## src/rtl/id_hazard_ctrl_pkg.sv

```systemverilog
// Shared definitions for the decode-stage issue controller: default sizes and FSM states.
package id_hazard_ctrl_pkg;

   localparam int unsigned DefAddrWidth  = 5;
   localparam int unsigned DefNumRegs    = 32;
   localparam int unsigned DefMduLatency = 32;
   localparam int unsigned DefCntWidth   = 32;

   typedef enum logic [1:0] {
      StRun     = 2'd0,
      StHazWait = 2'd1,
      StMduWait = 2'd2
   } hazard_state_e;

endpackage

```

## src/rtl/id_hazard_ctrl.sv

```systemverilog
// Decode-stage issue controller: pending-write scoreboard for x1..x31, RAW/WAW/MDU
// hazard detection, fetch/decode stall, bubble request and a saturating stall counter.
module id_hazard_ctrl
   import id_hazard_ctrl_pkg::*;
#(
   parameter int unsigned ADDR_WIDTH  = DefAddrWidth,
   parameter int unsigned NUM_REGS    = DefNumRegs,
   parameter int unsigned MDU_LATENCY = DefMduLatency,
   parameter int unsigned CNT_WIDTH   = DefCntWidth
) (
   input  logic                  clk,
   input  logic                  rst,
   input  logic                  dec_valid_i,
   input  logic [ADDR_WIDTH-1:0] rs1_addr_i,
   input  logic [ADDR_WIDTH-1:0] rs2_addr_i,
   input  logic                  rs1_used_i,
   input  logic                  rs2_used_i,
   input  logic [ADDR_WIDTH-1:0] rd_addr_i,
   input  logic                  rd_we_i,
   input  logic                  is_mdu_i,
   input  logic                  wb_en_i,
   input  logic [ADDR_WIDTH-1:0] wb_addr_i,
   input  logic                  flush_i,
   output logic                  stall_o,
   output logic                  no_op_flag_o,
   output logic                  issue_o,
   output logic [1:0]            state_o,
   output logic [CNT_WIDTH-1:0]  stall_cnt_o
);

   // The issue cycle is the first busy cycle of the MDU, so the counter only has to
   // cover the remaining MDU_LATENCY-1 cycles.
   localparam int unsigned MduCntW = (MDU_LATENCY > 1) ? $clog2(MDU_LATENCY) : 1;

   logic [NUM_REGS-1:0]  pend_q, pend_d;
   logic [MduCntW-1:0]   mdu_cnt_q, mdu_cnt_d;
   logic [CNT_WIDTH-1:0] stall_cnt_q, stall_cnt_d;
   hazard_state_e        state_q, state_d;

   logic raw, waw, strc, haz;

   // Hazard terms and issue/stall decision from the registered scoreboard and MDU counter.
   always_comb begin
      raw  = (rs1_used_i & pend_q[rs1_addr_i] & (rs1_addr_i != '0)) |
             (rs2_used_i & pend_q[rs2_addr_i] & (rs2_addr_i != '0));
      waw  = rd_we_i & (rd_addr_i != '0) & pend_q[rd_addr_i];
      strc = is_mdu_i & (mdu_cnt_q != '0);
      haz  = dec_valid_i & (raw | waw | strc);
      // Reset forces a bubble regardless of what decode presents.
      stall_o      = ~rst & haz & ~flush_i;
      issue_o      = ~rst & dec_valid_i & ~haz & ~flush_i;
      no_op_flag_o = ~issue_o;
   end

   // Next scoreboard, MDU counter, stall counter and FSM state.
   always_comb begin
      pend_d = pend_q;
      if (wb_en_i && (wb_addr_i != '0)) begin
         pend_d[wb_addr_i] = 1'b0;
      end
      // Applied after the clear so a new producer wins over a same-cycle writeback.
      if (issue_o && rd_we_i && (rd_addr_i != '0)) begin
         pend_d[rd_addr_i] = 1'b1;
      end
      pend_d[0] = 1'b0;

      mdu_cnt_d = mdu_cnt_q;
      if (issue_o && is_mdu_i) begin
         mdu_cnt_d = MduCntW'(MDU_LATENCY - 1);
      end else if (mdu_cnt_q != '0) begin
         mdu_cnt_d = mdu_cnt_q - MduCntW'(1);
      end

      stall_cnt_d = stall_cnt_q;
      if (stall_o && (stall_cnt_q != '1)) begin
         stall_cnt_d = stall_cnt_q + CNT_WIDTH'(1);
      end

      if (flush_i || !haz) begin
         state_d = StRun;
      end else if (strc) begin
         state_d = StMduWait;
      end else begin
         state_d = StHazWait;
      end
   end

   // State registers; reset wipes the scoreboard so in-flight writebacks are forgotten.
   always_ff @(posedge clk or posedge rst) begin
      if (rst) begin
         pend_q      <= '0;
         mdu_cnt_q   <= '0;
         stall_cnt_q <= '0;
         state_q     <= StRun;
      end else begin
         pend_q      <= pend_d;
         mdu_cnt_q   <= mdu_cnt_d;
         stall_cnt_q <= stall_cnt_d;
         state_q     <= state_d;
      end
   end

   assign state_o     = state_q;
   assign stall_cnt_o = stall_cnt_q;

endmodule

```

## config.mk

```make
export PLATFORM = sky130hd
export DESIGN_NAME = id_hazard_ctrl
export DESIGN_NICKNAME = d
export VERILOG_FILES = /design/src/rtl/id_hazard_ctrl_pkg.sv /design/src/rtl/id_hazard_ctrl.sv
export SDC_FILE = /design/constraint.sdc
export NUM_CORES = 1
export LEC_CHECK = 0
export CORE_MARGIN = 2
export CORE_UTILIZATION = 38
export DETAILED_ROUTE_END_ITERATION = 10
export PLACE_DENSITY = 0.69
export SLEW_MARGIN = 5
export SYNTH_ARGS = -nofsm -noshare
export SYNTH_HDL_FRONTEND = slang
export SYNTH_SLANG_ARGS = --single-unit
```

## constraint.sdc

```tcl
create_clock -name clk -period 2.6 [get_ports clk]
set_input_delay 0.26 -clock clk [delete_from_list [all_inputs] [get_ports clk]]
set_output_delay 0.26 -clock clk [all_outputs]
set_load 0.03 [all_outputs]
```

==> metrics.yaml, run 1 <==
dpl_cell_area_um2: 5470
die_area_um2: 12200
required_ps: 2340
violations: "setup timing"
final_common_cell: "dfrtp_1"
dp.cells: 674
hold_viol_final: 0
use_met3_pct: 5.38
coreArea_um2: 10900
postLayoutCellArea_um2: 5890
crit_arrival_ps: 2430
p_total_mw: 3.39
area_growth_pct: 36.6
hp-class: "flip-flop to flip-flop"
rr_endpoint: "pend_q[9]"
cts_tree: "built"
clock_latency_ps: 330
ys.warnings.count: 0
antenna_found_initial: 0
dr.pass1.iters: 7
leakage_nw: 2.44
grtUsageMet1_pct: 28.2
final_cell_mix: "dfrtp_1 (66), clkdlybuf4s50_1 (57), buf_4 (53)"
ir_drop_mv: 0.361
drv_cap: 0
drc: 0
initial_utilization_pct: 39.5
postSynthAreaPerCell_um2: 9.87
slew_headroom_pct: 40.7
cts-root-buf: "clkbuf_16"
rsz0062_at_grt: "true"
instances_no_fill: 691
seq_area_frac_synth_pct: 40.6
cts_max_level: 3
worst_slew_pin_slew_ps: 890
powerDensity_nw_per_um2: 575
async_flop_share_pct: 100
grt_pass1_vias: 4140
crit_cells: 8
crit_path_end_kind: "primary output"
vias: 4036
postSynthNetCount: 468
critical_path_buf_inv_count: 2
mappedNetlistArea_um2: 4310
grt_pass1_wl_um: 21300
clk_pin_slew_worst_paths_ps: 60
grt.busiest_layer: "met2"
fin_crit_sh_pct: 103
vias_per_cell: 5.84
r2r_slack_ps: -60
nNetsFinal: 577
crit_slowest_cell: "dfrtp_1"
r2r-start: "pend_q[12]"
rows: 38
wl_um: 13000
ys_ff_latch: 70
start_kind: "flip-flop"
synth_edf_count: 0
grt_overflow: 0
synth-main-ff-cell: "dfrtp_1"
yosys.area.top_type_share_pct: 40.6
grt_use_total_pct: 21.5
insertedDiodeCount: 0
die_w_um: 111
num_io_pins: 66
slew_violations: 0
drive_above_1_share_pct: 23.6
port_buffers: 65
hpwl_um: 9390
synth_area_leaders: "dfrtp_1 (41%), mux4_2 (7.3%), xnor2_1 (6.3%)"
netlist_instances: 437
numCtsBuffers: 9
fin_worst_skew_ps: 7.32
critPathMaxStageDelay_ps: 430
finalCriticalPeriod_ps: 2690
cts_num_sinks: 70
grt_max_degree: 71
cp_common_cell: "buf_6"
clock_path_buffers: 2
worst_slack_ps: -89.1
drt-initial-drc-count: 268
critPathLaunch: "pend_q[12]"
synth.distinct_cells: 50
gp_congestion: 0.937
wl_per_cell_um: 18.9
die_y_um: 111
gr-usage-met2_pct: 34.8
reg2reg_depth: 8
cp_top_family: "compound AO/OA/AOI/OAI gates"
setup_viol: 11
endpoint: "issue_o"
fmax_mhz: 372
outcome: "finished with violations"
crit_fanout: 4
yosys.area.top_type: "dfrtp_1"
ant_nets: 0
crit_chain: "mux2_1 -> a2111oi_2 -> nor3_1 -> a32oi_2 -> o2111ai_4 -> nor2_4 -> buf_6 -> buf_6"
worstSetupPathType: "flip-flop to primary output"
## sequential cells by signal, indices dropped and copies added, names as in the netlist
| signal | cells |
|---|---|
| mdu_cnt_q | 5 |
| pend_q | 31 |
| stall_cnt_o | 32 |
| state_o | 2 |
## routing by layer
layer,part of all wire (%),wire length (um)
met5,0,0
met2,48,6220
met3,7.4,960
met4,2.4,308
met1,43,5550
## worst min-delay path by stage
stage / startpoint / end / cells past startpoint / slack, ps
floorplan: is_mdu_i / state_o[1] / 2 / 400
global placement: stall_cnt_o[8] / stall_cnt_o[8] / 1 / 480
detailed placement: stall_cnt_o[8] / stall_cnt_o[8] / 1 / 480
CTS: stall_cnt_o[8] / stall_cnt_o[8] / 1 / 490
global route: stall_cnt_o[19] / stall_cnt_o[19] / 1 / 510
finish: stall_cnt_o[8] / stall_cnt_o[8] / 1 / 490
## metrics by stage
| stage | hold slack (ps) | setup TNS [ps] | utilization (%) | setup slack, ps |
|---|---|---|---|---|
| finish | 494 | -479 | 53.9 | -89.1 |
| global route | 509 | -1470 | 53.9 | -153 |
| CTS | 494 | -210 | 53.6 | -95.1 |
| detailed placement | 480 | -28960 | 50.0 | -714 |
| global placement | 476 | -26650 | 50.0 | -694 |
| floorplan | 405 | 0 | - | 1.97 |
## synthesized netlist by cell type (all sizes together), types with 14 or more instances
master and count:
and3 19, clkbuf 16, dfrtp 70, mux2i 17, mux4 14, nand2 31, nand3 25, nand4 18
nor2 23, o21ai 52, o31ai 23, xnor2 31
## area by class of cell
type                            count  area (um^2)
Sequential cell                    70         1760
Timing Repair Buffer              123         1110
Inverter                            8         33.8
Clock buffer                       12          256
Tap cell                          140          175
Clock inverter                      4         77.6
Fill cell                         961         5040
Multi-Input combinational cell    334         2480
## logic make-up (layout without fill, tap and decap cells)
group / after synthesis / after routing / synth area share, %
muxes: 37 / 37 / 12.8
buffers and inverters: 33 / 147 / 3.34
and+or+nand+nor: 172 / 172 / 21.9
adders and majority gates: 2 / 2 / 0.580
xor gates and xnor gates: 31 / 31 / 6.29
AOI/OAI and AO/OA: 92 / 92 / 14.4
DFF: 70 / 70 / 40.6
## what timing repair did
action / 4_1_cts / 5_1_grt
buffers inserted: 1 / 0
pin swaps: 8 / 4
resized for setup: 32 / 10
hold buffers: 0 / 0
setup endpoints to repair: 39 / 48
## power by group
part | total (mW) | internal [mW] | switching, mW | leakage [nW]
logic | 0.746 | 0.348 | 0.399 | 1.33
clock network | 1.37 | 0.898 | 0.469 | 0.163
registers | 1.27 | 1.18 | 0.0924 | 0.947
Power figures use the tool's default switching activity.
==> run 2, diff against run 1 <==
--- a/config.mk
+++ b/config.mk
@@ -5,11 +5,11 @@
 export SDC_FILE = /design/constraint.sdc
 export NUM_CORES = 1
 export LEC_CHECK = 0
-export CORE_MARGIN = 2
+export CORE_MARGIN = 5
 export CORE_UTILIZATION = 38
 export DETAILED_ROUTE_END_ITERATION = 10
 export PLACE_DENSITY = 0.69
-export SLEW_MARGIN = 5
+export SETUP_SLACK_MARGIN = 0.3
 export SYNTH_ARGS = -nofsm -noshare
 export SYNTH_HDL_FRONTEND = slang
 export SYNTH_SLANG_ARGS = --single-unit
==> run 2 against run 1 <==
Net effect: the run still ends with setup timing left; power up 8.7%; final cell count is 2.6% higher; worst hold slack lost 12 ps; critical endpoint unchanged; global-route usage is 0.68 points higher; setup slack worse by 81 ps; wire length is 10% higher; die area grew 11%; final area increased by 10%; sequential cell count unchanged; clock power grew 12%; critical path depth is 1 higher; register-to-register slack worse by 100 ps.
==> metrics.yaml, run 2 (synthesis gave the netlist of run 1 again) <==
worstSetupPathType: "flip-flop to primary output"
postCtsHoldBufs: 0  # unchanged
ir_drop_mv: 0.510  # +41%
rsz0062_at_grt: "true"
outcome: "finished with violations"
dr.pass1.iters: 5  # -2
slew_headroom_pct: 31.1  # -9.6 points
fmax_mhz: 361  # -2.9%
insertedDiodeCount: 0  # unchanged
critPathMaxStageDelay_ps: 470  # +40 ps
initial_utilization_pct: 38.3  # -1.2 points
finalCriticalPeriod_ps: 2770  # +81.1 ps
rows: 39  # +2.6%
setup_viol: 12  # +1
slew_violations: 0  # unchanged
clk_pin_slew_worst_paths_ps: 60  # about the same
final_common_cell: "dfrtp_1"
vias: 4153  # +2.9%
hp-class: "flip-flop to flip-flop"
drt-initial-drc-count: 221  # -18%
violations: "setup timing"
drc: 0  # unchanged
crit_chain: "mux4_2 -> nor2b_4 -> a211oi_2 -> a21oi_1 -> a32oi_2 -> o2111ai_4 -> nor2_4 -> buf_6 -> buf_6"
dp.cells: 681  # +1.0%
ff_latch_area_um2: 1760  # about the same
drive_above_1_share_pct: 31.1  # +7.5 points
cts_max_level: 3  # unchanged
grt_use_total_pct: 22.2  # +0.68 points
wl_um: 14400  # +10%
largest_reg_flops: 32  # unchanged
numCtsBuffers: 9  # unchanged
n_fill_cell: 948  # -1.4%
area_growth_pct: 50.6
hold_start: "stall_cnt_o[8]"
powerDensity_nw_per_um2: 567  # -1.4%
port_buffers: 65  # unchanged
dpl_cell_area_um2: 5540  # +1.2%
hpwl_um: 9620  # +2.4%
final_cell_mix: "dfrtp_1 (65), buf_4 (61), clkdlybuf4s50_1 (55)"
cts-root-buf: "clkbuf_16"
crit_path_end_kind: "primary output"
gp_congestion: 0.918  # -2.0%
wl_per_cell_um: 20.3  # +7.6%
required_ps: 2340  # about the same
p_total_mw: 3.68  # +8.7%
start_kind: "flip-flop"
grt_overflow: 0  # unchanged
drv_cap: 0  # unchanged
die_w_um: 117  # +5.4%
cp_common_cell: "buf_6"
worst_slew_pin_slew_ps: 1030  # +140 ps
vias_per_cell: 5.86  # +0.29%
crit_arrival_ps: 2510  # +80 ps
ant_nets: 0  # unchanged
cts_num_sinks: 70  # unchanged
die_area_um2: 13600  # +11%
antenna_found_initial: 0  # unchanged
fin_util_pct: 57.6  # +3.7 points
worst_slack_ps: -170  # -81.1 ps
clock_latency_ps: 340  # about the same
postLayoutCellArea_um2: 6490  # +10%
r2r-start: "pend_q[20]"
crit_slowest_cell: "mux4_2"
coreArea_um2: 11300  # +3.1%
multiInputGateArea_um2: 2830  # +14%
nNetsFinal: 592  # +2.6%
grt_max_degree: 71  # unchanged
cts_tree: "built"
die_y_um: 117  # +5.4%
fin_crit_sh_pct: 107  # +3.1 points
hold_viol_final: 0  # unchanged
critPathLaunch: "pend_q[20]"
setup_tns_ps: -1560  # -1080 ps
crit_fanout: 3  # -1
grt_pass1_vias: 4539  # +9.6%
fin_worst_skew_ps: 9.15  # +1.84 ps
leakage_nw: 2.65  # +8.3%
clock_path_buffers: 2  # unchanged
num_io_pins: 66  # unchanged
instances_no_fill: 709  # +2.6%
grt_pass1_wl_um: 23500  # +10%
-- run 2: changes by cell type in the layout (fill, tap and decap cells not counted), moves of 3 or more --
cell     previous run  this run
buf_12              1         4
buf_16              0         3
buf_4              53        61
o21ai_2             9        12
o31ai_1            19         0
o31ai_2             4         1
o31ai_4             0        22
-- run 2: worst paths after layout --
kind	to	slack (ps)	depth (start not counted)
worst max-delay path	issue_o	-170	9
worst min-delay path	stall_cnt_o[8]	480	1
worst max register to register	pend_q[25]	-160	10
worst min register to register	stall_cnt_o[8]	480	1
max in group asynchronous	stall_cnt_o[0]	1320	3
min in group asynchronous	pend_q[4]	670	3
-- run 2: power breakdown --
part / switching (mW) / internal [mW] / total, mW
Sequential: 0.0961 / 1.18 / 1.28
Clock: 0.495 / 1.04 / 1.53
Combinational: 0.460 / 0.409 / 0.869
Total: 1.05 / 2.63 / 3.68
-- run 2: final cells by class --
type	instances	share of cell area [%]
Sequential cell	70	27.1
Tap cell	143	2.75
Inverter	8	0.559
Timing Repair Buffer	138	20.4
Clock inverter	7	2.25
Multi-Input combinational cell	334	43.5
Clock buffer	9	3.47
-- run 2: timing repair --
| action | in CTS | in global routing |
|---|---|---|
| endpoints found under the setup margin | 71 | 71 |
| gates resized for setup | 82 | 21 |
| setup buffers | 7 | 2 |
| gates cloned | 3 | 0 |
| pin swaps | 10 | 10 |
-- run 2: critical path: cells and delay by family (launching register included) --
kind	cells	cell delay, ps
AO/OA/AOI/OAI	4	750
multiplexers	1	470
buffers and inverters	2	240
AND/OR/NAND/NOR	2	320
flip-flops	1	410
-- run 2: per-stage QoR --
step	worst slack (ps)	hold WS [ps]
4_1_cts	-193	491
2_1_floorplan	185	406
5_1_grt	-270	509
6_report	-170	482
3_3_place_gp	-651	476
3_5_place_dp	-731	476
-- run 2: per-layer routing --
metal / global-route usage, % / part of all wire, % / vias up
li1: - / - / 1888
met1: 28.2 / 42 / 2049
met2: 36.6 / 48 / 173
met3: 4.15 / 5.7 / 43
met4: 10.7 / 3.5 / 0
met5: 0 / 0 / -
